### src/rtl/adder_arb.sv
// Round-robin arbiter sharing one adder_flex among NUM_REQ valid/ready requesters.
// Define ADDER_ARB_LOCK_EN to enable carry-chained lock mode for multi-word adds.

module adder_flex #(
    parameter int unsigned WIDTH = 8
) (
    input  logic [WIDTH-1:0] a_i,
    input  logic [WIDTH-1:0] b_i,
    input  logic             cin_i,
    output logic [WIDTH-1:0] sum_o,
    output logic             cout_o
);

    assign {cout_o, sum_o} = {1'b0, a_i} + {1'b0, b_i} + {{WIDTH{1'b0}}, cin_i};

endmodule

module adder_arb #(
    parameter int unsigned WIDTH   = 8,
    parameter int unsigned NUM_REQ = 4,
    localparam int unsigned IDW    = $clog2(NUM_REQ)
) (
    input  logic                     i_clk,
    input  logic                     i_rst,
    input  logic [NUM_REQ-1:0]       i_req_valid,
    output logic [NUM_REQ-1:0]       o_req_ready,
    input  logic [NUM_REQ*WIDTH-1:0] i_req_a,
    input  logic [NUM_REQ*WIDTH-1:0] i_req_b,
    input  logic [NUM_REQ-1:0]       i_req_cin,
    input  logic [NUM_REQ-1:0]       i_req_lock,
    output logic                     o_rsp_valid,
    output logic [IDW-1:0]           o_rsp_id,
    output logic [WIDTH-1:0]         o_rsp_sum,
    output logic                     o_rsp_cout,
    input  logic                     i_rsp_ready
);

    logic             free;
    logic             found;
    logic             transfer;
    logic [IDW-1:0]   winner;
    logic [IDW-1:0]   ptr_q;
    logic [IDW-1:0]   ptr_next;
    logic [WIDTH-1:0] a_sel;
    logic [WIDTH-1:0] b_sel;
    logic             cin_sel;
    logic             cin_eff;
    logic [WIDTH-1:0] sum_w;
    logic             cout_w;

`ifdef ADDER_ARB_LOCK_EN
    typedef enum logic {Unlocked, Locked} lock_state_e;
    lock_state_e    lock_state_q;
    logic [IDW-1:0] owner_q;
    logic           cc_q;
`endif

    assign free = !o_rsp_valid || i_rsp_ready;

    // Rotating priority search starting at ptr_q; a lock overrides it with the owner.
    always_comb begin : search
        int unsigned idx;
        found  = 1'b0;
        winner = ptr_q;
        idx    = 0;
        for (int unsigned i = 0; i < NUM_REQ; i++) begin
            idx = 32'(ptr_q) + i;
            if (idx >= NUM_REQ) begin
                idx = idx - NUM_REQ;
            end
            if (!found && i_req_valid[IDW'(idx)]) begin
                found  = 1'b1;
                winner = IDW'(idx);
            end
        end
`ifdef ADDER_ARB_LOCK_EN
        if (lock_state_q == Locked) begin
            winner = owner_q;
            found  = i_req_valid[owner_q];
        end
`endif
    end

    always_comb begin
        a_sel   = '0;
        b_sel   = '0;
        cin_sel = 1'b0;
        for (int unsigned i = 0; i < NUM_REQ; i++) begin
            if (winner == IDW'(i)) begin
                a_sel   = i_req_a[i*WIDTH +: WIDTH];
                b_sel   = i_req_b[i*WIDTH +: WIDTH];
                cin_sel = i_req_cin[i];
            end
        end
    end

`ifdef ADDER_ARB_LOCK_EN
    assign cin_eff = (lock_state_q == Locked) ? cc_q : cin_sel;
`else
    assign cin_eff = cin_sel;
    logic unused_lock;
    assign unused_lock = ^i_req_lock;
`endif

    adder_flex #(
        .WIDTH(WIDTH)
    ) u_adder (
        .a_i   (a_sel),
        .b_i   (b_sel),
        .cin_i (cin_eff),
        .sum_o (sum_w),
        .cout_o(cout_w)
    );

    assign transfer    = found && free && !i_rst;
    assign o_req_ready = transfer ? (NUM_REQ'(1) << winner) : '0;
    assign ptr_next    = (winner == IDW'(NUM_REQ - 1)) ? '0 : winner + 1'b1;

    always_ff @(posedge i_clk) begin
        if (i_rst) begin
            o_rsp_valid  <= 1'b0;
            o_rsp_id     <= '0;
            o_rsp_sum    <= '0;
            o_rsp_cout   <= 1'b0;
            ptr_q        <= '0;
`ifdef ADDER_ARB_LOCK_EN
            lock_state_q <= Unlocked;
            owner_q      <= '0;
            cc_q         <= 1'b0;
`endif
        end else if (transfer) begin
            o_rsp_valid <= 1'b1;
            o_rsp_id    <= winner;
            o_rsp_sum   <= sum_w;
            o_rsp_cout  <= cout_w;
            ptr_q       <= ptr_next;
`ifdef ADDER_ARB_LOCK_EN
            // While locked the winner is always the owner, so this covers both acquire and chain.
            if (i_req_lock[winner]) begin
                lock_state_q <= Locked;
                owner_q      <= winner;
                cc_q         <= cout_w;
            end else begin
                lock_state_q <= Unlocked;
            end
`endif
        end else if (i_rsp_ready) begin
            o_rsp_valid <= 1'b0;
        end
    end

endmodule

### config.mk
export PLATFORM = sky130hd
export DESIGN_NAME = adder_arb
export DESIGN_NICKNAME = d
export VERILOG_FILES = /design/src/rtl/adder_arb.sv
export SDC_FILE = /design/constraint.sdc
export NUM_CORES = 1
export LEC_CHECK = 0
export ABC_AREA = 1
export BUFFER_PORTS_ARGS = -buffer_cell sky130_fd_sc_hd__buf_2
export CAP_MARGIN = 40
export CORE_UTILIZATION = 42
export CTS_BUF_LIST = sky130_fd_sc_hd__clkbuf_4 sky130_fd_sc_hd__clkbuf_8
export CTS_CLUSTER_DIAMETER = 150
export DETAILED_ROUTE_END_ITERATION = 10
export PLACE_DENSITY = 0.8
export REMOVE_ABC_BUFFERS = 1
export SYNTH_ARGS = -nofsm -noshare
export SYNTH_HDL_FRONTEND = slang
export SYNTH_SLANG_ARGS = --single-unit
### constraint.sdc
create_clock -name i_clk -period 4.1 [get_ports i_clk]
set_input_delay 0.82 -clock i_clk [delete_from_list [all_inputs] [get_ports i_clk]]
set_output_delay 0.82 -clock i_clk [all_outputs]
set_load 0.01 [all_outputs]
=== Word-level counts from Yosys, hierarchy flattened ===
Index checks and enable logic that the tools add are counted.

* Flip-flop bits (word level): 14
* Latch bits: 0
* Bits in writable memories: 0
* ROM bits: 0
* Input port bits: 79
* Output and inout port bits: 16
* Logic and storage cells: 76
* Memories kept: 0

* Add/subtract/negate cells: 10
* Multiply operators: 0
* Divide/modulo/power cells: 0
* Magnitude comparators: 8
* Equal/unequal tests: 3
* Shift-type cells: 1
* Muxes and demuxes: 36
* Bitwise logic cells: 0
* Reductions and logical operators: 13

{| class="wikitable"
|+ Operators with widths
! cell !! number
|-
| two-way mux 8 bit || 8
|-
| two-way mux 2 bit || 9
|-
| two-way mux 1 bit || 14
|-
| less-than comparator 2 x 3 -> 1 bit (second input constant) || 4
|-
| adder 8 x 8 -> 9 bit || 1
|-
| adder 9 x 1 -> 9 bit || 1
|-
| >= comparator 3 bit (second input constant) || 3
|-
| binary-select mux 1 bit (select 2 bit) || 4
|-
| subtractor 2 x 1 -> 2 bit (second input constant) || 4
|-
| adder 2 x 2 -> 3 bit (second input constant) || 2
|-
| logical AND 1 bit || 5
|-
| logical NOT 1 bit || 5
|-
| equality test 2 bit (second input constant) || 2
|-
| two-way mux 4 bit || 1
|-
| << shifter 1 x 2 -> 4 bit (first input constant) || 1
|-
| adder 2 x 1 -> 3 bit (second input constant) || 1
|-
| >= comparator 2 x 3 -> 1 bit (second input constant) || 1
|-
| adder 2 x 1 -> 2 bit (second input constant) || 1
|-
| equality test 2 x 1 -> 1 bit (second input constant) || 1
|-
| logical NOT 2 bit || 1
|-
| nonzero test 2 bit || 1
|-
| logical OR 1 bit || 1
|}

=== Depth between registers and ports, before layout ===
* Depth after elaboration: 21
* Depth in mapped cells: 30
* Mapped depth without buffers: 27

=== Modules after synthesis ===
A second synthesis with hierarchy kept.

* Cell total of the unflattened synthesis: 287
* Area total of the unflattened synthesis: 1825.5 um^2

{| class="wikitable"
|+ Modules (own cells, without submodules)
! module !! instances !! cells each !! area an instance (um^2) !! sequential area each (um^2)
|-
| adder_arb || 1 || 228 || 1441.4 || 280.3
|-
| adder_flex || 1 || 59 || 384.1 || 0.0
|}

=== Worst setup path after synthesis ===
No wires, ideal clock.

* Path type: input to register
* Start: in i_req_valid[3]
* End: reg o_rsp_cout
* Library setup time: 109 ps
* Arrival: 3850 ps
* Data required time: 3991 ps
* Setup slack: 141 ps
* Stages on the path: 26
* Buffers on the path: 2
* Cell sequence: inv_1 > nand2_1 > nand2_1 > o21ai_2 > nand3_1 > nor2_1 > inv_1 > nand2_1 > inv_1 > ha_1 > clkbuf_1 > clkinv_1 > clkbuf_1 > a21oi_1 > a21oi_1 > fa_1 > inv_1 > fa_1 > nand3_1 > nand2_1 > a21oi_1 > nor2_1 > o21ai_0 > nand2_1 > nand2_1 > inv_1

* Cells in the longest elaborated chain, start to end: 19
* Elaborated cells on any way between the ends: 42
* Classes of those cells: 2 x add/sub; 3 x eq/ne; 28 x mux; 9 x reduce/logical

{| class="wikitable"
|+ Ends and longest elaborated chain
! element !! RTL line !! source
|-
| start, declared || 25 || <nowiki>input logic [NUM_REQ-1:0] i_req_valid,</nowiki>
|-
| binary-select mux 1 bit (select 2 bit) || 71 || <nowiki>if (!found && i_req_valid[IDW'(idx)]) begin</nowiki>
|-
| two-way mux 1 bit (not written as such) || 71 ||
|-
| two-way mux 1 bit || 71 ||
|-
| logical NOT 1 bit || 71 ||
|-
| logical AND 1 bit || 71 ||
|-
| two-way mux 1 bit || 71 ||
|-
| logical NOT 1 bit || 71 ||
|-
| logical AND 1 bit || 71 ||
|-
| two-way mux 1 bit || 71 ||
|-
| logical NOT 1 bit || 71 ||
|-
| logical AND 1 bit || 71 ||
|-
| two-way mux 2 bit (*) || 71 ||
|-
| via winner[1] || 41 || <nowiki>logic [IDW-1:0] winner;</nowiki>
|-
| logical NOT 2 bit || 89 || <nowiki>if (winner == IDW'(i)) begin</nowiki>
|-
| two-way mux 8 bit (4 in series) || 89 ||
|-
| adder 8 x 8 -> 9 bit || 14 || <nowiki>assign {cout_o, sum_o} = {1'b0, a_i} + {1'b0, b_i} + {{WIDTH{1'b0}}, cin_i};</nowiki>
|-
| adder 9 x 1 -> 9 bit (*) || 14 ||
|-
| end signal, assigned || 135 || <nowiki>o_rsp_cout <= cout_w;</nowiki>
|-
| end, declared || 34 || <nowiki>output logic o_rsp_cout,</nowiki>
|}

The timed path passes the listed nets; every way through them passes the cells marked *. The select of a mux whose other input is x is not followed.
A chain may end at the register's enable or synchronous reset.

=== Worst setup path in the final report ===
* Start: in i_req_valid[3]
* End: reg o_rsp_sum[5]

* Cells in the longest elaborated chain, start to end: 19
* Elaborated cells on any way between the ends: 42
* Classes of those cells: 2 x add/sub; 3 x eq/ne; 28 x mux; 9 x reduce/logical

{| class="wikitable"
|+ Ends and longest elaborated chain
! element !! RTL line !! source
|-
| binary-select mux 1 bit (select 2 bit) || 71 ||
|-
| two-way mux 1 bit (not written as such) || 71 ||
|-
| two-way mux 1 bit || 71 ||
|-
| logical NOT 1 bit || 71 ||
|-
| logical AND 1 bit || 71 ||
|-
| two-way mux 1 bit || 71 ||
|-
| logical NOT 1 bit || 71 ||
|-
| logical AND 1 bit || 71 ||
|-
| two-way mux 1 bit || 71 ||
|-
| logical NOT 1 bit || 71 ||
|-
| logical AND 1 bit || 71 ||
|-
| two-way mux 2 bit (*) || 71 ||
|-
| via winner[0] || 41 ||
|-
| logical NOT 2 bit || 89 ||
|-
| two-way mux 8 bit (4 in series) || 89 ||
|-
| adder 8 x 8 -> 9 bit || 14 ||
|-
| adder 9 x 1 -> 9 bit (*) || 14 ||
|-
| end signal, assigned || 134 || <nowiki>o_rsp_sum <= sum_w;</nowiki>
|-
| end, declared || 33 || <nowiki>output logic [WIDTH-1:0] o_rsp_sum,</nowiki>
|}

Marked as above.

==> results.cfg <==
[run_status]
result_of_the_run = finished clean

[cells_and_area]
design.final.nets = 472
areaGrowthSynthToFinish_pct = 39.5
postLayoutCoreUtil = 0.629
final_area_mm2 = 0.00237
layout-drive-gt1-share = 0.359
final_antenna_diode_count = 0

[drt]
drt_iter0_drc = 111
avgRoutedWirePerCell_um = 11.1
detail_route.wirelength_um = 4730
drc_errors = 0
vias_per_cell = 5.08
drt_pre_antenna_iters = 5
detail-route-antenna-nets = 0
vias = 2169

[run]
drv_cap = 0

[sta]
final.setup.tns_ns = 0
slew_viol_final = 0
slew_headroom = 0.570
fin_crit_sh = 0.936
timing_hold_violations_final = 0
finalWorstPathRequiredPeriod_ns = 3.84
fin_skew_ns = 0.00532
achievable-frequency_mhz = 261
setup-violations-final = 0
final.setup.worst_slack_ns = 0.264
worst_pin_slew_ns = 0.642

[synth]
synth_seq_area_share = 0.165
post_synth_instance_area_mm2 = 0.00170
synthesis.instances = 281
synthDistinctLibCells = 29
synth_xor_area_frac = 0.0309
synth-simple-area-share = 0.351
ys_ff_latch = 14
synth_adder_area_share = 0.104
yosys_warnings = 0
synth-compound-area-share = 0.237
synth_area_per_cell_um2 = 6.05
combinational_family_with_the_most_area_after_synthesis = simple AND/OR/NAND/NOR gates
synth.area.mux_share = 0

[critical_path]
r2r-end = o_rsp_sum[5]
worstSetupStartpointType = input pin
max_stage_delay_ns = 0.34
critical_path_class = in -> reg
timing.critical_path.to_type = flip-flop
timing.reg2reg.worst_path_depth = 23
crit_path_end = o_rsp_sum[5]
timing.critical_path.required_ns = 4.24
timing.critical_path.arrival_ns = 3.98
critical_path_depth = 22
path_max_fanout = 9
crit_path_frequent_cell = sky130_fd_sc_hd__nand2_1
crit_path_cell_trace = buf_2 -> nand2_1 -> nand3_1 -> nand2_2 -> nand3_1 -> nand2_1 -> nand2_1 -> nand2_2 -> inv_1 -> ha_1 -> nor2_4 -> buf_4 -> a221oi_1 -> o31ai_1 -> ha_1 -> a21oi_1 -> nand2_1 -> a31oi_2 -> xor2_1 -> nand2_1 -> nand2_1 -> inv_1
ff2ff_setup_slack_ns = 0.35
timing.critical_path.buf_inv = 4
worst_setup_path_startpoint = i_req_valid[3]
r2r_start = ptr_q[1]
crit_slowest_cell = sky130_fd_sc_hd__o31ai_1
crit_family = simple AND/OR/NAND/NOR gates

[floorplan]
die_h_um = 65.6
dieArea_mm2 = 0.00431
dieWidth_um = 65.6
core-area_mm2 = 0.00377
io_pins = 95
placement_rows = 22
effective_utilization_at_floorplan = 0.451

[worst_hold_path]
worstHoldStart = o_rsp_id[0]
timing.hold.worst.class = reg -> reg

[global_route]
grt_max_degree = 20
grt_antenna_before_repair = 0
first_global_vias = 1860
grt_pass1_wl_um = 7660
grt_overflow = 0
globalRouteTotalUtil = 0.220

[clocking]
clk_latency_ns = 0.24
cts_inserted_buffers = 3
cts_tree = yes
cts.htree.levels = 1
clock-sinks = 14
clk_path_buf_depth = 2
clk_pin_slew_worst_paths_ns = 0.06
clockRootBuffer = sky130_fd_sc_hd__clkbuf_8

[place]
total_of_buffers_placed_on_input_and_output_ports = 90
dpl_cell_area_mm2 = 0.00224
dp_hpwl_um = 3740
gp_congestion = 0.912
detailedPlace.worstSlack_ns = -0.0846
-- cells in the final DEF, fill, tap and decap left out, drive strengths merged, types with 4 or more instances in the layout --
cell type and instances:
o31ai 7, ha 11, a21oi 17, a221oi 7
clkbuf 4, nand3 20, dfxtp 14, inv 25
xor2 5, o21ai 20, buf 108, nand2 86
nor2 35, a22oi 10
-- final cells by class --
type	count	area, um^2
Timing Repair Buffer	108	586
Fill cell	364	1400
Timing Repair inverter	1	5.00
Tap cell	48	60.1
Sequential cell	14	280
Clock buffer	4	55.1
Inverter	27	108
Multi-Input combinational cell	225	1280
-- worst min-delay path by stage --
stage	to	slack [ns]	cells after the start
after floorplan	o_rsp_id[0]	0.48	2
after global placement	o_rsp_id[0]	0.45	2
after detailed placement	o_rsp_id[0]	0.45	2
after CTS	o_rsp_id[0]	0.46	2
after global routing	o_rsp_id[0]	0.50	2
final	o_rsp_id[0]	0.46	2
-- metal layers --
layer / vias to the layer above / global-route usage / routed length [um]
li1: 1126 / - / -
met1: 958 / 0.270 / 2070
met2: 83 / 0.415 / 2390
met3: 2 / 0.0156 / 265
met4: 0 / 0.0408 / 4
met5: - / 0 / 0
-- cell usage after synthesis (all sizes together) --
library cell / instances / area (um^2)
nor2: 35 / 131
a21oi: 17 / 85.1
nand3: 20 / 115
inv: 25 / 96.3
ha: 11 / 138
o21ai: 20 / 115
a22oi: 10 / 75.1
a221oi: 7 / 61.3
clkbuf: 7 / 26.3
clkinv: 2 / 7.51
nand2: 86 / 338
o31ai: 7 / 52.6
xnor2: 1 / 8.76
a31oi: 1 / 6.26
o21a: 1 / 7.51
fa: 2 / 40.0
buf: 8 / 60.1
dfxtp: 14 / 280
nand4: 2 / 12.5
xor2: 5 / 43.8
-- timing repair --
| action | in CTS | in global routing |
|---|---|---|
| gates resized for setup | 0 | 13 |
| hold buffers | 0 | 0 |
| buffers inserted | 0 | 2 |
| endpoints found under the setup margin | 0 | 6 |
-- tightest hold or removal path: stages (launching register included) --
cell,delay (ns)
sky130_fd_sc_hd__dfxtp_1,0.31
sky130_fd_sc_hd__nand2_1,0.06
sky130_fd_sc_hd__a21oi_1,0.05
-- kinds of logic after synthesis --
logic type	Yosys count
buf+inv	42
compound gates	63
flops	14
fa+ha+maj	13
simple gates	143
xor+xnor	6
-- sequential cells by signal, summed over array words and instances, names as in the netlist --
name         cells
o_rsp_cout       1
o_rsp_id         2
o_rsp_sum        8
o_rsp_valid      1
ptr_q            2
-- stage by stage --
stage / std cells / hold slack (ns)
floorplan: 266 / 0.484
global placement: 420 / 0.448
detailed placement: 420 / 0.453
CTS: 424 / 0.462
global route: 427 / 0.498
finish: 427 / 0.461
Power is not shown: default switching activity piles up to over one toggle a cycle in this logic, so the estimate is an artifact.
